**src/rtl/dropout_accumulator.sv**
```systemverilog
// Dropout accumulator: per-neuron activity counts over a fixed sample window,
// registered fire mask and total activity presented with a valid/ready handshake.
module dropout_accumulator #(
    parameter int WINDOW = 16,
    parameter int CNT_W  = 5
) (
    input  logic             clk,
    input  logic             reset,
    input  logic             clear,
    input  logic             in_valid,
    output logic             in_ready,
    input  logic [7:0]       in_data,
    input  logic [CNT_W-1:0] threshold,
    output logic             out_valid,
    input  logic             out_ready,
    output logic [7:0]       out_fire,
    output logic [7:0]       out_total
);

    typedef enum logic {
        ACCUM = 1'b0,
        HOLD  = 1'b1
    } state_t;

    localparam logic [CNT_W-1:0] LAST = CNT_W'(WINDOW - 1);

    state_t           state;
    state_t           state_next;
    logic [CNT_W-1:0] cnt      [8];
    logic [CNT_W-1:0] cnt_next [8];
    logic [CNT_W-1:0] samples;
    logic             accept;
    logic             last_sample;
    logic             release_result;
    logic [7:0]       fire_next;
    logic [7:0]       total_next;

    assign accept         = in_valid && in_ready;
    assign last_sample    = accept && (samples == LAST);
    assign release_result = (state == HOLD) && out_ready;

    // Fire and total are judged on the counts including the sample being accepted.
    always_comb begin
        total_next = '0;
        fire_next  = '0;
        for (int i = 0; i < 8; i++) begin
            cnt_next[i]  = cnt[i] + CNT_W'(in_data[i]);
            fire_next[i] = (cnt_next[i] >= threshold);
            total_next   = total_next + 8'(cnt_next[i]);
        end
    end

    always_ff @(posedge clk or posedge reset) begin
        if (reset) begin
            state <= ACCUM;
        end else begin
            state <= state_next;
        end
    end

    always_comb begin
        state_next = state;
        if (clear) begin
            state_next = ACCUM;
        end else begin
            case (state)
                ACCUM: if (last_sample) state_next = HOLD;
                HOLD:  if (out_ready) state_next = ACCUM;
                default: state_next = ACCUM;
            endcase
        end
    end

    always_comb begin
        in_ready  = (state == ACCUM);
        out_valid = (state == HOLD);
    end

    // Clear outranks both the accept and the result handshake.
    always_ff @(posedge clk or posedge reset) begin
        if (reset) begin
            for (int i = 0; i < 8; i++) cnt[i] <= '0;
            samples   <= '0;
            out_fire  <= '0;
            out_total <= '0;
        end else if (clear) begin
            for (int i = 0; i < 8; i++) cnt[i] <= '0;
            samples   <= '0;
            out_fire  <= '0;
            out_total <= '0;
        end else if (release_result) begin
            for (int i = 0; i < 8; i++) cnt[i] <= '0;
            samples <= '0;
        end else if (accept) begin
            for (int i = 0; i < 8; i++) cnt[i] <= cnt_next[i];
            samples <= samples + 1'b1;
            if (last_sample) begin
                out_fire  <= fire_next;
                out_total <= total_next;
            end
        end
    end

endmodule

```
**config.mk**
```make
export PLATFORM = sky130hd
export DESIGN_NAME = dropout_accumulator
export DESIGN_NICKNAME = d
export VERILOG_FILES = /design/src/rtl/dropout_accumulator.sv
export SDC_FILE = /design/constraint.sdc
export NUM_CORES = 1
export LEC_CHECK = 0
export CAP_MARGIN = 10
export CORE_MARGIN = 5
export CORE_UTILIZATION = 25
export CTS_BUF_LIST = sky130_fd_sc_hd__clkbuf_4 sky130_fd_sc_hd__clkbuf_8 sky130_fd_sc_hd__clkbuf_16
export DETAILED_ROUTE_END_ITERATION = 10
export REMOVE_ABC_BUFFERS = 1
export SKIP_CTS_REPAIR_TIMING = 1
export SLEW_MARGIN = 20
export SYNTH_ARGS = -nofsm -noshare
export SYNTH_HDL_FRONTEND = slang
export SYNTH_SLANG_ARGS = --single-unit
```
**constraint.sdc**
```tcl
create_clock -name clk -period 4.9 [get_ports clk]
set_input_delay 0.49 -clock clk [delete_from_list [all_inputs] [get_ports clk]]
set_output_delay 0.49 -clock clk [all_outputs]
set_load 0.02 [all_outputs]
```
[Word-level counts from Yosys, hierarchy flattened]
Cells that the tools add are included.
Word-level totals
  logic and storage cells: 64
  bits in registers: 62
Cells by class
  $add $sub $neg: 16
  magnitude comparators: 8
  reduce and logical (&&, ||, !) cells: 7
  bitwise gates (word level): 1
  eq/ne operators: 2
  muxes and demuxes: 18
Operators by type and width (number)
  $mux W40: 3
  $mux W8: 8
  $add A5 B1 Y5: 8
  $ge A5 B5 Y1: 8
  $add A8 B5 Y8: 4
  $mux W5: 3
  $add A7 B5 Y8: 1
  $add A6 B5 Y7: 1
  $add A5 B5 Y6: 1
  $add A5 B1 Y5 const B: 1
  $eq A5 B4 Y1 const B: 1
  $reduce_bool A2 Y1: 2
  $logic_and A1 B1 Y1: 3
  $mux W1: 3
  $reduce_and A3 Y1: 1
  $reduce_bool A3 Y1: 1
  $ne A2 B2 Y1 const B: 1
  $pmux W1 S2: 1
  $not A1 Y1: 1

[Logic depth before layout (Yosys ltp)]
  depth after elaboration: 12
  depth in mapped cells: 18

[Worst setup path after synthesis]
Ideal clock, no wire load.
  path type: input-to-reg
  start: input in_data[6]
  end: register out_total[6]
  buffers on the path: 0
  slack: 394 ps
  setup time: 127 ps
  stages on the path: 18
  required time: 4773 ps
  arrival time: 4379 ps
  cells stage by stage: ha_1 ha_1 xor2_1 inv_1 fa_1 inv_1 fa_1 fa_1 inv_1 fa_1 inv_1 ha_1 inv_1 fa_1 nand2b_1 a21oi_1 xnor2_1 o21ai_0
Between the ends
  longest elaborated chain between the ends: 7
Ends and longest elaborated chain
  from (decl): RTL line 12  | input logic [7:0] in_data,
  $add A5 B1 Y5: RTL line 47  | cnt_next[i] = cnt[i] + CNT_W'(in_data[i]);
  $add A8 B5 Y8 (2 in series): RTL line 49  | total_next = total_next + 8'(cnt_next[i]);
  $mux W8: RTL line 97  | if (last_sample) begin
  $mux W8: RTL line 94  | end else if (accept) begin
  $mux W8: RTL line 91  | end else if (release_result) begin
  $mux W8: RTL line 86  | end else if (clear) begin
  to (signal assigned): RTL line 99  | out_total <= total_next;
  to (decl): RTL line 17  | output logic [7:0] out_total
No other way between the ends. The select of a mux whose other input is x is not followed.
A chain may end at the register's enable or synchronous reset.

[Worst setup path after layout]
  start: input in_data[6]
  end: register out_total[4]
The elaborated chain is that of the path after synthesis.

==> impl_metrics.ini <==
[cts]
cts-root-buf = clkbuf_16
clock_sinks = 62
clock_latency_ns = 0.33
h-tree-depth = 3
cts_buffers = 9
clk_pin_slew_worst_paths_ns = 0.05
clock_path_buffers = 2
cts_tree = done

[power]
leakage_uw = 0.00296
ir_worst_vdd_uv = 157
power-per-cell-area_nw_per_um2 = 256

[grt]
track_usage = 0.111
grt_first_pass_wirelength_um = 18900
grt_pass1_vias = 3532
grt_antenna_before_repair = 0
gr-total-overflow = 0
grt_max_degree = 41

[timing]
slew_headroom = 0.392
hold-worst-slack_ns = 0.476
tns_ns = 0
hold_violations = 0
drv_slew = 0
worstMarginPinSlew_ns = 0.913
fin_ws_ns = 0.181
rsz0062_at_grt = false
period_needed_ns = 4.72
fmax_mhz = 212
fin_worst_skew_ns = 0.00644
min_period_over_period = 0.963
finalSetupViolations = 0

[die]
core_um2 = 18500
die_h_um = 146
die-area_um2 = 21500
die_x_um = 146
io_pins = 36
start_util = 0.251
rows = 50

[worst_setup_path]
crit_arrival_ns = 4.94
crit_chain = clkdlybuf4s50_1 -> ha_1 -> ha_1 -> xor2_1 -> inv_1 -> fa_1 -> inv_1 -> fa_1 -> fa_1 -> inv_1 -> fa_1 -> inv_1 -> ha_1 -> inv_1 -> fa_1 -> nand2b_4 -> buf_4 -> a32o_1
cp_max_fo = 2
cp_slowest_stage_delay_ns = 0.56
crit_path_end_kind = flip-flop
crit_slowest_cell = fa_1
cp.required_ns = 5.12
worstSetupPathType = in -> reg
start_kind = input port

[detailed_routing]
dr.pass1.iters = 4
drc = 0
viasPerCell = 4.37
vias = 3365
wl_per_cell_um = 14.4
drtAntennaViolNets = 0
drtIter0Drc = 143
drt-total-wl_um = 11100

[hold_path]
hold_class = reg -> reg

[final_layout]
fin_util = 0.313
syn_to_final_growth_pct = 24.3
drive_above_1_share = 0.108
layout_common_cells = nand2_1 (67), ha_1 (66), dfrtp_1 (62)
final_nets = 644
final_common_cell = nand2_1
num_antenna_cells = 0
finalInstanceArea_um2 = 5790

[synth]
synth_seq_cells = 62
syn_avg_cell_area_um2 = 9.99
netlist_instances = 466
ys_types = 34
yosysSeqAreaShare = 0.333
yosys_warnings = 0
synth_area_um2 = 4660

[outcome]
status = finished clean

[place]
gp_congestion = 0.799
portBuffers = 35
hpwlAfterDp_um = 8510
pre_cts_ws_ns = -0.293
dpl-instance-area_um2 = 5470

[job]
drv_cap = 0
## flip-flops by register name, summed over array words and instances (netlist names)
register and cells:
cnt 40, out_fire 8, out_total 8, samples 5, out_valid 1
## cell families (layout without fill, tap and decap cells)
| group | Yosys count | after routing | share of synthesized area |
|---|---|---|---|
| compound gates | 90 | 90 | 0.126 |
| buf+inv | 68 | 138 | 0.0604 |
| xor+xnor | 37 | 37 | 0.0696 |
| fa+ha+maj | 95 | 95 | 0.302 |
| simple gates | 113 | 113 | 0.107 |
| mux | 1 | 1 | 0.00215 |
| flops | 62 | 62 | 0.333 |
## critical path, delay by kind of cell
kind            cells  cell delay, ns
buf+inv             7            0.85
fa+ha+maj           8            3.01
xor+xnor            1            0.20
compound gates      1            0.24
simple gates        1            0.16
## synth_stat cells
master / n / area share
nand3_1: 18 / 0.019
clkbuf_1: 1 / 0.00081
a21o_1: 9 / 0.015
a31oi_1: 8 / 0.011
nor2_4: 1 / 0.0024
o21ai_0: 22 / 0.024
a221o_1: 1 / 0.0021
inv_1: 54 / 0.044
a21oi_2: 1 / 0.0019
a32o_1: 15 / 0.032
xor2_1: 20 / 0.038
ha_1: 66 / 0.18
buf_2: 9 / 0.0097
inv_2: 1 / 0.00081
fa_1: 29 / 0.12
a22o_1: 3 / 0.0056
nor2b_4: 1 / 0.0030
buf_6: 1 / 0.0024
xnor2_1: 17 / 0.032
o32ai_1: 1 / 0.0019
buf_4: 2 / 0.0032
and3_1: 1 / 0.0013
nor2_2: 1 / 0.0013
o31ai_1: 1 / 0.0016
o21ai_1: 1 / 0.0011
nor2b_1: 7 / 0.0094
mux2i_1: 1 / 0.0021
nor2_1: 13 / 0.010
nand2_2: 1 / 0.0013
a211oi_1: 1 / 0.0016
nand2_1: 67 / 0.054
a21oi_1: 27 / 0.029
dfrtp_1: 62 / 0.33
nand2b_1: 3 / 0.0040
## path summary, 6_finish.rpt
kind                         startpoint      endpoint  slack (ns)  cells past startpoint
max                          in_data[6]  out_total[4]        0.18                     18
min reg2reg                out_total[6]  out_total[6]        0.48                      2
min                        out_total[6]  out_total[6]        0.48                      2
max reg2reg                      cnt[5]  out_total[4]        0.39                     17
max in group asynchronous         reset       cnt[29]        3.45                      3
min in group asynchronous         reset   out_fire[6]        0.51                      2
## final cells by class
| class | count | area [µm²] |
|---|---|---|
| clock buffers | 12 | 260 |
| clock inverters | 4 | 45.0 |
| flip-flops and latches | 62 | 1550 |
| repair buffers | 67 | 591 |
| fillers | 1903 | 12700 |
| well taps | 234 | 293 |
| inverters | 55 | 206 |
| multi-input cells | 336 | 2840 |
## power breakdown
part	total [µW]	internal (µW)	switching [µW]	leakage (µW)
Sequential	528	522	6.14	0.000858
Combinational	304	125	179	0.00195
Clock	652	424	228	0.000156
## layer usage
| metal | vias up | share of wire | global-route usage |
|---|---|---|---|
| li1 | 1703 | - | - |
| met1 | 1598 | 0.46 | 0.147 |
| met2 | 52 | 0.49 | 0.184 |
| met3 | 12 | 0.031 | 0.0177 |
| met4 | 0 | 0.015 | 0.0372 |
| met5 | - | 0 | 0 |
## per-stage QoR
stage | total power [µW] | instances
after detailed placement | 852 | 754
final | 1480 | 770
after floorplan | 735 | 453
after global routing | 1580 | 770
after global placement | 838 | 754
after CTS | 1510 | 770
Power figures use the tool's default switching activity.
